**src/rtl/efi_pkg.sv**
```systemverilog
// Shared ignition types and default timing constants.
// Imported by the sequencer, its channels and its interface.
package efi_pkg;

  typedef enum logic [1:0] {
    CH_IDLE    = 2'd0,
    CH_DWELL   = 2'd1,
    CH_HOLDOFF = 2'd2
  } ch_state_e;

  localparam int DEF_N_CH          = 4;
  localparam int DEF_PW            = 16;
  localparam int DEF_MAX_DWELL_CYC = 16000;
  localparam int DEF_MIN_OFF_CYC   = 200;

endpackage

```
**src/rtl/ign_channel.sv**
```systemverilog
// One coil: dwell window decode, IDLE/DWELL/HOLDOFF FSM and counters.
// dwell_nxt is the next-cycle coil state, registered by the parent.
module ign_channel
  import efi_pkg::*;
#(
  parameter int PW            = DEF_PW,
  parameter int MAX_DWELL_CYC = DEF_MAX_DWELL_CYC,
  parameter int MIN_OFF_CYC   = DEF_MIN_OFF_CYC
) (
  input  logic          clk,
  input  logic          reset_n,
  input  logic          synced,
  input  logic          cfg_ok,
  input  logic [PW-1:0] eng_phase,
  input  logic [PW-1:0] prev_phase,
  input  logic [PW-1:0] qpr,
  input  logic [PW-1:0] ch_phase,
  input  logic [PW-1:0] timing,
  input  logic [PW-1:0] dwell,
  input  logic          en,
  input  logic          cut,
  output logic          dwell_nxt,
  output logic          timeout
);

  localparam int DW = $clog2(MAX_DWELL_CYC + 2);
  localparam int HW = $clog2(MIN_OFF_CYC + 2);
  localparam logic [DW-1:0] DMAX = DW'(MAX_DWELL_CYC);
  localparam logic [HW-1:0] HMAX = HW'(MIN_OFF_CYC);

  logic [PW:0]   d_fire;
  logic [PW:0]   d_start;
  logic [PW-1:0] fire;
  logic [PW-1:0] start;
  logic          win_now;
  logic          win_prev;
  logic          entry;

  ch_state_e     state_q, state_d;
  logic [DW-1:0] dcnt_q, dcnt_d;
  logic [HW-1:0] hcnt_q, hcnt_d;

  function automatic logic in_win(
    input logic [PW-1:0] ph,
    input logic [PW-1:0] s,
    input logic [PW-1:0] f,
    input logic [PW-1:0] dw
  );
    if (dw == '0) return 1'b0;
    if (s <= f) return (ph >= s) && (ph < f);
    return (ph >= s) || (ph < f);
  endfunction

  assign d_fire  = {1'b0, ch_phase} - {1'b0, timing};
  assign fire    = d_fire[PW] ? d_fire[PW-1:0] + qpr
                              : d_fire[PW-1:0];
  assign d_start = {1'b0, fire} - {1'b0, dwell};
  assign start   = d_start[PW] ? d_start[PW-1:0] + qpr
                               : d_start[PW-1:0];

  // Entry compares against the previous phase under the same
  // window, so a fresh load inside the window is not an entry.
  assign win_now  = in_win(eng_phase, start, fire, dwell);
  assign win_prev = in_win(prev_phase, start, fire, dwell);
  assign entry    = win_now && !win_prev;

  always_comb begin
    state_d = state_q;
    dcnt_d  = dcnt_q;
    hcnt_d  = hcnt_q;
    timeout = 1'b0;
    unique case (state_q)
      CH_IDLE: begin
        if (en && !cut && entry) begin
          state_d = CH_DWELL;
          dcnt_d  = '0;
        end
      end
      CH_DWELL: begin
        dcnt_d = (dcnt_q == DMAX) ? dcnt_q
                                  : dcnt_q + DW'(1);
        if (dcnt_d == DMAX) begin
          timeout = 1'b1;
          state_d = CH_HOLDOFF;
          hcnt_d  = '0;
        end else if (!win_now) begin
          state_d = CH_HOLDOFF;
          hcnt_d  = '0;
        end
      end
      CH_HOLDOFF: begin
        hcnt_d = (hcnt_q == HMAX) ? hcnt_q
                                  : hcnt_q + HW'(1);
        if (hcnt_d >= HMAX) state_d = CH_IDLE;
      end
      default: state_d = CH_IDLE;
    endcase
    if (!synced || !cfg_ok) begin
      state_d = CH_IDLE;
      dcnt_d  = '0;
      hcnt_d  = '0;
      timeout = 1'b0;
    end
  end

  assign dwell_nxt = (state_d == CH_DWELL);

  always_ff @(posedge clk or negedge reset_n) begin
    if (!reset_n) begin
      state_q <= CH_IDLE;
      dcnt_q  <= '0;
      hcnt_q  <= '0;
    end else begin
      state_q <= state_d;
      dcnt_q  <= dcnt_d;
      hcnt_q  <= hcnt_d;
    end
  end

endmodule

```
**src/rtl/ign_sequencer.sv**
```systemverilog
// Multi-channel ignition sequencer: per-revolution shadow config,
// wrap detect, config check, fault latch and distributor muxing.
module ign_sequencer
  import efi_pkg::*;
#(
  parameter int N_CH          = DEF_N_CH,
  parameter int PW            = DEF_PW,
  parameter int MAX_DWELL_CYC = DEF_MAX_DWELL_CYC,
  parameter int MIN_OFF_CYC   = DEF_MIN_OFF_CYC
) (
  input  logic               clk,
  input  logic               reset_n,
  input  logic               synced,
  input  logic [PW-1:0]      eng_phase,
  input  logic [PW-1:0]      qpr,
  input  logic [N_CH*PW-1:0] ch_phase,
  input  logic [PW-1:0]      timing,
  input  logic [PW-1:0]      dwell,
  input  logic [N_CH-1:0]    en,
  input  logic [N_CH-1:0]    cut_mask,
  input  logic               dist_mode,
  input  logic               fault_clr,
  output logic [N_CH-1:0]    ign,
  output logic [N_CH-1:0]    fault,
  output logic               cfg_err
);

  logic [PW-1:0]      prev_q, prev_d;
  logic               synced_q, synced_d;
  logic [PW-1:0]      qpr_q, qpr_d;
  logic [N_CH*PW-1:0] chph_q, chph_d;
  logic [PW-1:0]      timing_q, timing_d;
  logic [PW-1:0]      dwell_q, dwell_d;
  logic [N_CH-1:0]    en_q, en_d;
  logic [N_CH-1:0]    cut_q, cut_d;
  logic               ok_q, ok_d;
  logic               err_q, err_d;
  logic [N_CH-1:0]    ign_q, ign_d;
  logic [N_CH-1:0]    fault_q, fault_d;

  logic [N_CH-1:0]    dw;
  logic [N_CH-1:0]    to;
  logic               wrap;
  logic               load;
  logic               bad;

  assign wrap = synced && (eng_phase < prev_q);
  assign load = wrap || (synced && !synced_q);

  always_comb begin
    bad = (qpr == '0) || (timing >= qpr) || (dwell >= qpr);
    for (int i = 0; i < N_CH; i++) begin
      if (ch_phase[i*PW +: PW] >= qpr) bad = 1'b1;
    end
  end

  // ok_q gates firing until a valid load after reset.
  always_comb begin
    prev_d   = eng_phase;
    synced_d = synced;
    qpr_d    = qpr_q;
    chph_d   = chph_q;
    timing_d = timing_q;
    dwell_d  = dwell_q;
    en_d     = en_q;
    cut_d    = cut_q;
    ok_d     = ok_q;
    err_d    = err_q;
    if (load) begin
      qpr_d    = qpr;
      chph_d   = ch_phase;
      timing_d = timing;
      dwell_d  = dwell;
      en_d     = en;
      cut_d    = cut_mask;
      ok_d     = !bad;
      err_d    = bad;
    end
    ign_d = dw;
    if (dist_mode) begin
      ign_d    = '0;
      ign_d[0] = |dw;
    end
    fault_d = (fault_q & ~{N_CH{fault_clr}}) | to;
  end

  always_ff @(posedge clk or negedge reset_n) begin
    if (!reset_n) begin
      prev_q   <= '0;
      synced_q <= 1'b0;
      qpr_q    <= '0;
      chph_q   <= '0;
      timing_q <= '0;
      dwell_q  <= '0;
      en_q     <= '0;
      cut_q    <= '0;
      ok_q     <= 1'b0;
      err_q    <= 1'b0;
      ign_q    <= '0;
      fault_q  <= '0;
    end else begin
      prev_q   <= prev_d;
      synced_q <= synced_d;
      qpr_q    <= qpr_d;
      chph_q   <= chph_d;
      timing_q <= timing_d;
      dwell_q  <= dwell_d;
      en_q     <= en_d;
      cut_q    <= cut_d;
      ok_q     <= ok_d;
      err_q    <= err_d;
      ign_q    <= ign_d;
      fault_q  <= fault_d;
    end
  end

  generate
    for (genvar g = 0; g < N_CH; g++) begin : g_ch
      ign_channel #(
        .PW            (PW),
        .MAX_DWELL_CYC (MAX_DWELL_CYC),
        .MIN_OFF_CYC   (MIN_OFF_CYC)
      ) u_ch (
        .clk        (clk),
        .reset_n    (reset_n),
        .synced     (synced),
        .cfg_ok     (ok_q),
        .eng_phase  (eng_phase),
        .prev_phase (prev_q),
        .qpr        (qpr_q),
        .ch_phase   (chph_q[g*PW +: PW]),
        .timing     (timing_q),
        .dwell      (dwell_q),
        .en         (en_q[g]),
        .cut        (cut_q[g]),
        .dwell_nxt  (dw[g]),
        .timeout    (to[g])
      );
    end
  endgenerate

  assign ign     = ign_q;
  assign fault   = fault_q;
  assign cfg_err = err_q;

endmodule

```
**config.mk**
```make
export PLATFORM = sky130hd
export DESIGN_NAME = ign_sequencer
export DESIGN_NICKNAME = d
export VERILOG_FILES = /design/src/rtl/efi_pkg.sv /design/src/rtl/ign_channel.sv /design/src/rtl/ign_sequencer.sv
export SDC_FILE = /design/constraint.sdc
export NUM_CORES = 2
export LEC_CHECK = 0
export CAP_MARGIN = 10
export CORE_ASPECT_RATIO = 1.75
export CORE_UTILIZATION = 50
export CTS_CLUSTER_SIZE = 12
export DETAILED_ROUTE_END_ITERATION = 6
export GPL_TIMING_DRIVEN = 1
export PLACE_DENSITY = 0.68
export SYNTH_ARGS = -nofsm -noshare
export SYNTH_HDL_FRONTEND = slang
export SYNTH_SLANG_ARGS = --single-unit
```
**constraint.sdc**
```tcl
create_clock -name clk -period 12.65 [get_ports clk]
set_input_delay 3.795 -clock clk [delete_from_list [all_inputs] [get_ports clk]]
set_output_delay 3.795 -clock clk [all_outputs]
set_load 0.02 [all_outputs]
```
### Word level (Yosys, flattened, before mapping)

Cells that the tools add are included.

* bits in registers: 243
* input bits: 141
* output and inout bits: 9
* logic and storage cells: 302

* $add $sub $neg: 24
* $lt $le $gt $ge: 31
* equal/unequal tests: 32
* muxes and demuxes: 119
* bitwise operators: 3
* reduce and logical (&&, ||, !) cells: 69

Operators with widths (number)
* >= comparator 16 bit: 14
* 2-to-1 mux 14 bit: 12
* less-than comparator 16 bit: 9
* subtractor 16 x 16 -> 17 bit: 8
* adder 16 bit: 8
* 2-to-1 mux 16 bit: 8
* 2-to-1 mux 8 bit: 16
* == test 14 bit, second input constant: 8
* one-hot mux 14 bit (2 select lines): 4
* <= comparator 16 bit: 4
* one-hot mux 8 bit (2 select lines): 4
* adder 14 x 1 -> 14 bit, second input constant: 4
* 2-to-1 mux 1 bit: 50
* 2-to-1 mux 2 bit: 20
* adder 8 x 1 -> 8 bit, second input constant: 4
* == test 8 bit, second input constant: 4
* >= comparator 8 bit, second input constant: 4
* zero test 16 bit: 2
* one-hot mux 2 bit (3 select lines): 4
* nonzero test 3 bit: 8
* logical AND 1 bit: 22
* == test 2 x 1 -> 1 bit, second input constant: 8
* != test 4 bit, second input constant: 4
* AND reduction 2 bit: 8
* 11 further kinds: 41

### Logic depth before layout (Yosys ltp)

* word-level depth: 20
* mapped depth: 50
* gate-level depth less buffers: 48

### Cells and area by module

A second synthesis with hierarchy kept.

* cells, all modules: 4354
* area, all modules: 36049.6 µm²

By module, submodules not included
* ign_channel (g_ch[2].u_ch ...): times used 2, cells an instance 949, area an instance 7143.1 µm²
* ign_sequencer: times used 1, cells an instance 604, area an instance 7681.1 µm²
* ign_channel (g_ch[0].u_ch): times used 1, cells an instance 968, area an instance 7260.7 µm²
* ign_channel (g_ch[1].u_ch): times used 1, cells an instance 884, area an instance 6821.5 µm²

### Worst setup path after synthesis

Ideal clock, no wire load.

* path kind: reg2reg
* from: reg timing_q[1]
* to: reg g_ch[1].u_ch.dcnt_q[8]
* library setup time: 0.121 ns
* data arrival time: 9.168 ns
* required time: 12.529 ns
* path slack: 3.361 ns
* stages on the path, launching flop included: 45
* period minus slack after synthesis: 9.289 ns
* path through: dfrtp_1 -> inv_1 -> ha_1 -> nor2b_1 -> o21ai_0 -> a21boi_0 -> o21ai_0 -> a21boi_0 -> o21ai_0 -> a21boi_0 -> o21ai_0 -> a21boi_0 -> o21ai_0 -> nand2b_1 -> a31oi_1 -> xnor2_1 -> ha_1 -> and3_1 -> [9 not listed] -> clkbuf_1 -> mux2_2 -> inv_1 -> ha_1 -> a21o_1 -> a21o_1 -> a21oi_1 -> o21ai_0 -> or2_2 -> maj3_1 -> a222oi_1 -> nor3_1 -> maj3_1 -> o41ai_1 -> a21oi_2 -> buf_2 -> o2bb2ai_1 -> a22o_1

* cells in the longest elaborated chain, start to end: 16

Ends and longest elaborated chain
* start: declaration: RTL line ign_sequencer.sv:32 `logic [PW-1:0] timing_q, timing_d;`
* start signal: assignment: RTL line ign_sequencer.sv:106 `timing_q <= timing_d;`
* subtractor 16 x 16 -> 17 bit *: RTL line ign_channel.sv:54 `assign d_fire = {1'b0, ch_phase} - {1'b0, timing};`
* adder 16 bit: RTL line ign_channel.sv:55 `assign fire = d_fire[PW] ? d_fire[PW-1:0] + qpr`
* 2-to-1 mux 16 bit *: RTL line ign_channel.sv:55
* subtractor 16 x 16 -> 17 bit: RTL line ign_channel.sv:57 `assign d_start = {1'b0, fire} - {1'b0, dwell};`
* adder 16 bit: RTL line ign_channel.sv:58 `assign start = d_start[PW] ? d_start[PW-1:0] + qpr`
* 2-to-1 mux 16 bit: RTL line ign_channel.sv:58
* <= comparator 16 bit / >= comparator 16 bit (equally long branches): RTL line ign_channel.sv:50, ign_channel.sv:51
* 2-to-1 mux 1 bit / logical AND 1 bit (equally long branches): RTL line ign_channel.sv:50 `if (s <= f) return (ph >= s) && (ph < f);`
* 2-to-1 mux 1 bit: RTL line ign_channel.sv:50
* 2-to-1 mux 1 bit: RTL line ign_channel.sv:51 `return (ph >= s) || (ph < f);`
* 2-to-1 mux 1 bit: RTL line ign_channel.sv:50
* zero test 1 bit: RTL line ign_channel.sv:65 `assign entry = win_now && !win_prev;`
* logical AND 1 bit *: RTL line ign_channel.sv:65
* logical AND 1 bit *: RTL line ign_channel.sv:74 `if (en && !cut && entry) begin`
* != test 3 x 2 -> 1 bit (no line) *
* AND reduction 2 bit (no line) *
* end signal: assignment: RTL line ign_channel.sv:115 `dcnt_q <= dcnt_d;`
* end: declaration: RTL line ign_channel.sv:40 `logic [DW-1:0] dcnt_q, dcnt_d;`

Every way passes the cells marked *; elsewhere a longest branch is shown, timed or not. The select of a mux whose other input is x is not followed.
A chain may end at the register's enable or synchronous reset.

### Final worst setup path

* from: reg timing_q[1]
* to: reg g_ch[0].u_ch.dcnt_q[10]

* cells in the longest elaborated chain, start to end: 16

Ends and longest elaborated chain (RTL line)
* subtractor 16 x 16 -> 17 bit *: ign_channel.sv:54
* adder 16 bit: ign_channel.sv:55
* 2-to-1 mux 16 bit *: ign_channel.sv:55
* subtractor 16 x 16 -> 17 bit: ign_channel.sv:57
* adder 16 bit: ign_channel.sv:58
* 2-to-1 mux 16 bit: ign_channel.sv:58
* <= comparator 16 bit / >= comparator 16 bit (equally long branches): ign_channel.sv:50, ign_channel.sv:51
* 2-to-1 mux 1 bit / logical AND 1 bit (equally long branches): ign_channel.sv:50
* 2-to-1 mux 1 bit: ign_channel.sv:50
* 2-to-1 mux 1 bit: ign_channel.sv:51
* 2-to-1 mux 1 bit: ign_channel.sv:50
* zero test 1 bit: ign_channel.sv:65
* logical AND 1 bit *: ign_channel.sv:65
* logical AND 1 bit *: ign_channel.sv:74
* != test 3 x 1 -> 1 bit (no line) *
* AND reduction 2 bit (no line) *
* end signal: assignment: ign_channel.sv:115
* end: declaration: ign_channel.sv:40

Marks and branches as above.

==> summary.txt <==
Timing
  – Worst hold slack: roughly 0.5 ns
  – Slew HR: 0.2839
  – Post-route minimum period: 10.75 ns
  – Hold Fails Final Rpt: 0
  – F_max: 93.00 MHz
  – Setup_tns: 0 ns
  – Worst-margin pin slew: 1.071 ns
  – Setup violators final: 0
  – RSZ-0062 raised after global routing: no
  – Final Cycle Share: 0.8500
  – Slew Limit Fails: 0
  – Worst clock skew: 0.04714 ns

Clock tree
  – CTS tree: yes
  – CTS buffer count: 27
  – Setup repair bufs after CTS: 0
  – Resized cells post-CTS: 0
  – CTS Root Cell: clkbuf_16
  – CTS Hold Buffers Added: 0
  – Maximum root-to-sink buffer count: 3
  – H-tree levels: 1
  – Worst-path clk slew: 0.06 ns
  – Clock latency on the worst-skew pair: 0.63 ns
  – Clock sinks: 243

Yosys
  – Synthesized instance count: 4,054
  – Post-synthesis sequential area ratio: 0.1795
  – Top-area cell type share of the netlist area: 0.2493
  – Post-synth ARST share: 1.000
  – Synth top area cells: ha_1 (25%), dfrtp_1 (18%), mux2_2 (5.0%)
  – Syn avg cell area: between 8 and 9 um2
  – Post-Syn Area: ~0.034 mm2
  – Top_reg_cell synth: dfrtp_1
  – Cell variety after synth: 97
  – Register bit total from synthesis: ~240
  – Post-synth top area cell: ha_1
  – Yosys warnings: 0
  – Syn Nets: around 4,900
  – Post-synth EDFFs: 0

Global routing
  – GRT overflow: 0
  – Initial antenna violation count: 3
  – Total GRT Usage: 0.3527
  – Vias in the first global route: approximately 32,000
  – Largest net degree at the start of global routing: 70
  – Global-route wire length before repair: about 180,000 um

Detailed routing
  – Iter 0 DRT Violations: roughly 1,500
  – Remaining routing DRC violations: 0
  – Routed WL: between 100,000 and 150,000 um
  – Vias: 31,839
  – Wire length per cell: 23.52 um
  – DRT Pass-1 Iters: 6
  – Final ANT Viol Nets: 0
  – Vias/cell: 6.211

Critical path
  – CP Class: register to register
  – CP max stage delay: 0.87 ns
  – Critical path peak fanout: 19
  – WP data required: about 13 ns
  – Critical path's slowest cell: a2111oi_0
  – Critical path arrival: 11.23 ns
  – Critical Path Sink Type: register
  – Startpoint types: register

Status
  – Status: complete, no violations

Layout
  – Area delta synth->final: 10.68%
  – FILL cells: 6,382
  – Nets: 5,054
  – Commonest non-fill, non-tap cells in the layout: ha_1 (675), inv_1 (310), nand2_1 (309)
  – Layout cells sized above 1: 0.07295
  – Commonest non-fill, non-tap cell in the layout: ha_1

Place
  – GPL Wtd Cong: 1.020
  – Hpwl dp: slightly below 100,000 um
  – Port Buf Inserts: 149

Floorplanning
  – DIE WIDTH: about 200 um
  – Height of the die: about 350 um
  – # rows: ~130
  – Boundary pin count: 150
  – Core area: 0.06663 mm2
  – Die area: slightly below 0.07 mm2
  – Starting density of the core: 0.5084

Worst hold path
  – HP Class: register to register

Job
  – Max-cap check violation count: 0
==> metal layers <==
metal,global-route usage,part of all wire,vias up
li1,-,-,15321
met1,0.3544,0.35,15081
met2,0.6062,0.48,982
met3,0.04032,0.042,453
met4,0.3702,0.13,2
met5,0,0.00010,-
==> metrics by stage <==
stage	cell area [um2]	worst slack, ns	utilization	instances
final	37490	1.897	0.5627	5126
after global routing	37490	1.148	0.5626	5125
after CTS	37490	2.035	0.5626	5125
after detailed placement	36680	2.067	0.5505	5082
after global placement	36680	2.153	0.5505	5082
after floorplan	33870	3.361	-	4054
==> worst paths after layout <==
check | slack (ns) | to | cells past startpoint | start
max | 1.90 | g_ch[0].u_ch.dcnt_q[10] | 45 | timing_q[1]
min | 0.51 | chph_q[26] | 1 | chph_q[26]
max reg2reg | 1.90 | g_ch[0].u_ch.dcnt_q[10] | 45 | timing_q[1]
min reg2reg | 0.51 | chph_q[26] | 1 | chph_q[26]
max in group asynchronous | 7.46 | g_ch[3].u_ch.dcnt_q[3] | 3 | reset_n
min in group asynchronous | 3.08 | prev_q[1] | 1 | reset_n
==> final cells by class <==
cell class / instances / area (um2) / area share
antenna: 1 / 2.502 / 0.00006675
sequential: 243 / 6081 / 0.1622
inverter: 313 / 1175 / 0.03134
clock inverter: 9 / 85.08 / 0.002269
tap: 889 / 1112 / 0.02967
timing repair buffer: 215 / 1992 / 0.05313
multi-input combinational: 3422 / 26320 / 0.7021
clock buffer: 34 / 721.9 / 0.01926
==> cells by family (layout without fill, tap and decap cells) <==
kind of cell,Yosys count,after routing,share of synthesized area
muxes,175,175,0.05722
buffers and inverters,389,571,0.04385
DFF,243,243,0.1795
adders and majority gates,709,709,0.2643
other,0,1,0
and+or+nand+nor,1093,1093,0.1604
AOI/OAI and AO/OA,1225,1225,0.2378
xor gates and xnor gates,220,220,0.05689
==> synthesized netlist by cell type (14+ instances only) <==
library cell and count:
ha_1 675, inv_1 310, nand2_1 309, a21oi_1 292, o21ai_0 252, dfrtp_1 243, nor2_1 231, a21o_1 222
mux2_2 149, xnor2_1 142, nand3_1 112, xor2_1 78, nand2b_1 70, nand4_1 68, clkbuf_1 63, o21a_1 59
nor3_1 58, nor2b_1 56, a31oi_1 48, and3_1 45, o211ai_1 39, o31ai_1 35, a211oi_1 34, mux2i_1 26
and2_1 24, or3_1 24, a21boi_0 18, nor4_1 18, a211o_1 16, and4_1 16, fa_1 16, a22o_1 14
o21ai_1 14, or2_2 14
==> flip-flops by register name (all words and copies together), names as in the netlist <==
name	cells
chph_q	64
cut_q	4
g_ch.u_ch.hcnt_q	32
ign	4
qpr_q	16
dwell_q	16
cfg_err	1
prev_q	16
timing_q	16
synced_q	1
en_q	4
g_ch.u_ch.dcnt_q	56
g_ch.u_ch.state_q	8
ok_q	1
fault	4
==> worst max-delay path, delay by kind of cell (launching register included) <==
family | cells | cell delay (ns)
xor+xnor | 3 | 0.61
simple gates | 6 | 0.80
fa+ha+maj | 8 | 2.02
buf+inv | 4 | 0.70
mux | 1 | 0.41
compound gates | 23 | 5.72
flops | 1 | 0.32
Power is left out: the tool's default activity adds up to more than one toggle a clock period on the data nets, which glitch-free logic cannot reach.
